<file path="src/rtl/hpdmc_ddr_wrpath.sv">
// DDR write-path sequencer: turns a write-start strobe plus beat-pair data into
// per-cycle ODDR D0/D1 data, mask and DQS patterns with preamble/postamble and tristate enables.
module hpdmc_ddr_wrpath #(
    parameter int DQ_WIDTH      = 16,
    parameter int BURST_LEN     = 4,
    parameter int WRITE_LATENCY = 1
) (
    input  logic                      sys_clk,
    input  logic                      sys_rst,
    input  logic                      wr_start,
    output logic                      wr_ready,
    input  logic [2*DQ_WIDTH-1:0]     din,
    input  logic [2*(DQ_WIDTH/8)-1:0] din_mask,
    input  logic                      din_valid,
    output logic                      din_ready,
    output logic [DQ_WIDTH-1:0]       dq_d0,
    output logic [DQ_WIDTH-1:0]       dq_d1,
    output logic [DQ_WIDTH/8-1:0]     dm_d0,
    output logic [DQ_WIDTH/8-1:0]     dm_d1,
    output logic                      dq_oe,
    output logic [DQ_WIDTH/8-1:0]     dqs_d0,
    output logic [DQ_WIDTH/8-1:0]     dqs_d1,
    output logic                      dqs_oe,
    input  logic                      err_clr,
    output logic                      err_busy,
    output logic                      err_under
);
    localparam int NL = DQ_WIDTH / 8;
    localparam int NB = BURST_LEN / 2;
    localparam int BW = $clog2(NB) + 1;
    localparam int LW = $clog2(WRITE_LATENCY) + 1;
    localparam logic [BW-1:0] BEAT_LAST = BW'(NB);
    localparam logic [LW-1:0] LAT_LAST  = LW'(WRITE_LATENCY - 1);

    typedef enum logic [2:0] {S_IDLE, S_WAIT, S_PRE, S_BURST, S_POST} state_t;

    state_t          state, state_nx;
    logic [BW-1:0]   beat, beat_nx;
    logic [LW-1:0]   lat, lat_nx;
    logic [DQ_WIDTH-1:0] dq_d0_nx, dq_d1_nx;
    logic [NL-1:0]   dm_d0_nx, dm_d1_nx;

    assign wr_ready  = (state == S_IDLE);
    // A beat pair is taken in PRE and every BURST cycle except the last, so each
    // BURST cycle shows the pair captured one cycle earlier.
    assign din_ready = (state == S_PRE) || (state == S_BURST && beat != BEAT_LAST);
    assign dqs_d1    = '0;

    // NOTE: every variable driven here gets a default first, so no path leaves it
    // unassigned and no latch is inferred.
    always_comb begin
        state_nx = state;
        beat_nx  = beat;
        lat_nx   = lat;
        case (state)
            S_IDLE: begin
                beat_nx = '0;
                if (wr_start) begin
                    if (WRITE_LATENCY == 1) begin
                        state_nx = S_PRE;
                    end else begin
                        state_nx = S_WAIT;
                        lat_nx   = LW'(1);
                    end
                end
            end
            S_WAIT: begin
                beat_nx = '0;
                if (lat == LAT_LAST) state_nx = S_PRE;
                else                 lat_nx   = lat + LW'(1);
            end
            S_PRE: begin
                state_nx = S_BURST;
                beat_nx  = beat + BW'(1);
            end
            S_BURST: begin
                if (beat == BEAT_LAST) state_nx = S_POST;
                else                   beat_nx  = beat + BW'(1);
            end
            S_POST:  state_nx = S_IDLE;
            default: state_nx = S_IDLE;
        endcase

        dq_d0_nx = '0;
        dq_d1_nx = '0;
        dm_d0_nx = '1;
        dm_d1_nx = '1;
        if (din_ready && din_valid) begin
            dq_d0_nx = din[DQ_WIDTH-1:0];
            dq_d1_nx = din[2*DQ_WIDTH-1:DQ_WIDTH];
            dm_d0_nx = din_mask[NL-1:0];
            dm_d1_nx = din_mask[2*NL-1:NL];
        end
    end

    // NOTE: sequential state uses non-blocking assignments so every register
    // samples pre-edge values regardless of statement order.
    always_ff @(posedge sys_clk or posedge sys_rst) begin
        if (sys_rst) begin
            state     <= S_IDLE;
            beat      <= '0;
            lat       <= '0;
            dq_d0     <= '0;
            dq_d1     <= '0;
            dm_d0     <= '1;
            dm_d1     <= '1;
            dq_oe     <= 1'b0;
            dqs_d0    <= '0;
            dqs_oe    <= 1'b0;
            err_busy  <= 1'b0;
            err_under <= 1'b0;
        end else begin
            state     <= state_nx;
            beat      <= beat_nx;
            lat       <= lat_nx;
            dq_d0     <= dq_d0_nx;
            dq_d1     <= dq_d1_nx;
            dm_d0     <= dm_d0_nx;
            dm_d1     <= dm_d1_nx;
            // Outputs follow the state being entered so they line up with it.
            dq_oe     <= (state_nx == S_BURST);
            dqs_d0    <= {NL{state_nx == S_BURST}};
            dqs_oe    <= (state_nx == S_PRE) || (state_nx == S_BURST) || (state_nx == S_POST);
            // A new error outranks a simultaneous clear.
            err_busy  <= (wr_start && !wr_ready) || (err_busy && !err_clr);
            err_under <= (din_ready && !din_valid) || (err_under && !err_clr);
        end
    end
endmodule

</file>
<file path="config.mk">
export PLATFORM = sky130hd
export DESIGN_NAME = hpdmc_ddr_wrpath
export DESIGN_NICKNAME = d
export VERILOG_FILES = /design/src/rtl/hpdmc_ddr_wrpath.sv
export SDC_FILE = /design/constraint.sdc
export NUM_CORES = 1
export LEC_CHECK = 0
export CAP_MARGIN = 25
export CORE_MARGIN = 2
export CORE_UTILIZATION = 38
export CTS_CLUSTER_DIAMETER = 30
export DETAILED_ROUTE_END_ITERATION = 10
export PLACE_DENSITY = 0.82
export SLEW_MARGIN = 15
export SYNTH_ARGS = -nofsm -noshare
export SYNTH_HDL_FRONTEND = slang
export SYNTH_SLANG_ARGS = --single-unit
</file>
<file path="constraint.sdc">
create_clock -name sys_clk -period 1.85 [get_ports sys_clk]
set_clock_uncertainty 0.2 [all_clocks]
set_input_delay 0.185 -clock sys_clk [delete_from_list [all_inputs] [get_ports sys_clk]]
set_output_delay 0.185 -clock sys_clk [all_outputs]
set_load 0.05 [all_outputs]
</file>
==> out/summary.md <==
The I/O pin count was 87. The logs give 25 for the largest net degree at the start of global routing and 0.402 for the initial cell density of the core. The first global-routing pass estimated 5.55 mm of wire. Static timing analysis puts the maximum clock frequency at 554 MHz. The run gives 45 as the number of sinks driven by the clock tree. During placement, the flow inserted port buffers numbering 84. By area the synthesized netlist is led by dfrtp_1 (63%), and2_4 (11%), dfstp_2 (6.4%), and2_1 (4.6%), buf_6 (2.8%). Antenna diode count: 0.

The worst path in the final design needs a cycle of 1.81 ns, including I/O delays and setup. Traced cell by cell, the critical path runs through clkdlybuf4s50_1. After legalization and detailed placement, the total HPWL measured 2.65 mm. In the routed layout, each cell is associated on average with a via count of 4.31. Clock latency on the worst-skew pair, taken at its later pin, is 0.28 ns. In this run the clock root is driven by a clkbuf_8.

In this run the static leakage power is 1.27 nW. The routed length on met3 is 212 um, and the combined area of all synthesized cells is 1630 um^2. Overall track demand over capacity in global routing: 0.147. The worst-path cell with the longest stage delay is clkdlybuf4s50_1. Highest signal layer in the routed design: met4. The max-slew violation total from the final report came out at 0. A synthesized cell averages 14.2 um^2.

The worst setup slack after layout is 0.0442 ns, and the total core area is 4060 um^2. Max-slew headroom at the worst pin: 0.658. The tools report the worst-case hold path end point as dm_d1[0]$_DFF_PP1_. For this run, design rule violations remaining after detail routing come to 0. The highest fanout seen on the critical path is 1. Initial antenna violation count: 0. The portion of the clock cycle consumed by the worst path in the final layout is 0.976. At the end of routability-driven placement, the weighted congestion stood at 0.779.

In this run the register-to-register setup slack is 0.08 ns. The arrival time at the worst endpoint was 1.42 ns; the number of endpoints failing setup at the final stage was 0. The logs give 4830 um^2 for the area of the die and 2470 um^2 for the placement-stage cell area. The detailed router put a total of 1.17 mm of wire on met1.

In this run the vertical extent of the chip is 69.5 um. Critical path depth in cells: 1. The startpoint identified for the worst hold timing path is din_mask[2].

In this run the critical register-to-register path is launched from beat[0]$_DFFE_PP0P_. After synthesis, the netlist uses 22 different library cells. The ratio of cells with drive above 1 in the final layout was 0.338. The run gives 0.0851 ns as the worst setup timing slack at the placement stage. The clock tree synthesis step divided the H-tree into 2 levels. The synthesized flop and latch total is 45, and the hold violation count in the final report is 0. The cell type group with the largest total delay on the critical path is buffers and inverters. The worst-case IR drop observed on VDD is 1.08 mV.

After clock tree synthesis, the clock-pin slew on the worst setup and hold paths is 0.08 ns. Iteration count of the initial detailed-routing pass: 4. For the post-route core utilization, the log shows 0.650. Synthesis produced 115 cells.

For the number of global-route vias before repair, the log shows 1188. The tools report the type of origin of the critical path as a flip-flop. The share of Yosys cell area claimed by the top area cell type was 0.629; the sum of negative setup slack was 0 ns. The length in cells of the worst reg-to-reg path was 7. The type of the worst min-delay path was primary input to flip-flop. Counting instances, the worst hold path has a depth of 2. Setup repair after global routing could not meet its margin everywhere.

In this run the core area contains 23 standard-cell rows. For the sequential fraction of the synthesis area, the log shows 0.693. For the via count of the routed design, the log shows 1108.

On the worst path, the slowest cell contributes a delay of 0.80 ns. TritonCTS built the clock tree. After detailed routing, the average wire length per cell comes to 13.0 um. Max-capacitance violation count: 0. STA classifies the critical path endpoint as an output port.

Global routing finished with a remaining overflow of 0. For this run, the number of Yosys warnings is 0. The slew at the pin closest to its max-slew limit was 0.512 ns; the die width was 69.5 um. The tools report the endpoint of the lowest-slack register-to-register path as dq_d1[14]$_DFF_PP0_. For the worst setup path, the data required time is 1.46 ns. Detailed routing placed a total of 1.87 mm of wire on met2. The final layout contains routed wiring with a total length of 3.35 mm. The synthesis-to-layout area growth works out to 61.7%.

After routing the design area is 2640 um^2. The net count of the finished layout is 248. The initial DRC count was 51. The number of clock buffers added by TritonCTS is 5.

The count of nets left with antenna violations once routing finished came out at 0. The run finished with clean final reports. Dividing total power by cell area gives a power density of 1640 nW/um^2. The combined buffer and inverter count along the critical path works out to 1.

The critical path start-end classification is flip-flop to output port. Cell taking the most area after synthesis: dfrtp_1. No sink is reached through more buffers than the 2 on the longest clock path.
-- layout make-up --
class,instances,area [um^2]
Inverter,9,33.8
Tap cell,50,62.6
Clock inverter,1,30.0
Sequential cell,45,1130
Clock buffer,7,86.3
Fill cell,313,1420
Multi-Input combinational cell,54,418
Timing Repair Buffer,91,876
-- power by group --
part           internal [mW]  switching (mW)
Sequential              1.26           0.150
Combinational          0.841            1.35
Clock                  0.440           0.296
Total                   2.54            1.80
-- sequential cells by signal, indices dropped and copies added, names as in the netlist --
| register | flops |
|---|---|
| dq_d0 | 16 |
| dq_d1 | 16 |
| state | 3 |
| beat | 2 |
| dm_d0 | 2 |
| dm_d1 | 2 |
| dqs_d0 | 1 |
| dqs_oe | 1 |
| err_busy | 1 |
| err_under | 1 |
-- logic make-up after synthesis --
group                    count (synthesis)  synth area share
other                                    1           0.00230
AO/OA/AOI/OAI                            7            0.0345
buffers and inverters                   17            0.0667
AND/OR/NAND/NOR                         44             0.196
adder cells (fa/ha/maj)                  1           0.00767
flip-flops                              45             0.693
-- timing repair --
action,in CTS,in global routing
hold endpoints to repair,11,0
hold buffers,1,0
pin swaps,1,0
buffers inserted,2,0
resized for setup,2,6
setup endpoints to repair,1,22
gates cloned,0,0
-- synthesized netlist by cell type --
library cell	instances
a21oi_2	1
a22o_1	1
a311oi_1	1
a32o_1	1
and2_1	12
and2_4	20
and3_1	1
and4b_1	1
buf_4	4
buf_6	4
conb_1	1
dfrtp_1	41
dfstp_2	4
ha_1	1
inv_1	9
nand2_1	2
nand2b_1	4
nand4_1	1
nor2_1	1
nor3_1	2
o211ai_1	1
o22ai_1	2
-- metrics by stage --
step	std cells	total power, mW	hold WS [ns]
2_1_floorplan	116	2.89	0.0741
3_3_place_gp	246	3.49	0.287
3_5_place_dp	246	3.53	0.291
4_1_cts	257	4.32	0.202
5_1_grt	257	4.55	0.213
6_report	257	4.33	0.216
-- worst max path at each step --
stage,start,end,slack (ns)
2_1_floorplan,state[2]$_DFF_PP0_,err_busy$_DFF_PP0_,0.17
3_3_place_gp,beat[0]$_DFFE_PP0P_,dq_d0[8]$_DFF_PP0_,0.16
3_5_place_dp,beat[0]$_DFFE_PP0P_,dq_d1[8]$_DFF_PP0_,0.09
4_1_cts,beat[1]$_DFFE_PP0P_,din_ready,0.01
5_1_grt,beat[1]$_DFFE_PP0P_,din_ready,-0.01
6_report,dq_d0[10]$_DFF_PP0_,dq_d0[10],0.04
-- cells in the final DEF (no fill, tap or decap) --
cell type / netlist / final
clkdlybuf4s50_1: 0 / 56
ha_2: 0 / 1
and4b_1: 1 / 1
dfrtp_1: 41 / 41
a22o_1: 1 / 1
conb_1: 1 / 2
clkbuf_1: 0 / 1
inv_1: 9 / 7
dlymetal6s2s_1: 0 / 1
inv_2: 0 / 2
and3_1: 1 / 1
nor3_1: 2 / 1
bufinv_16: 0 / 1
o211ai_1: 1 / 1
nor3_2: 0 / 1
nand2_4: 0 / 1
a21oi_4: 0 / 1
nand4_1: 1 / 1
and2_4: 20 / 20
dlygate4sd3_1: 0 / 1
buf_4: 4 / 29
a32o_1: 1 / 1
o22ai_1: 2 / 2
nand2b_1: 4 / 4
dfstp_2: 4 / 4
and2_1: 12 / 12
a311oi_1: 1 / 1
nand2_1: 2 / 1
buf_12: 0 / 3
buf_8: 0 / 1
clkbuf_8: 0 / 6
nor2_1: 1 / 1
-- metal layers --
metal | global-route usage | up-vias
li1 | - | 530
met1 | 0.162 | 523
met2 | 0.260 | 49
met3 | 0.0436 | 6
met4 | 0.0697 | 0
met5 | 0 | -
No activity file was read; power rests on OpenSTA's default activity.
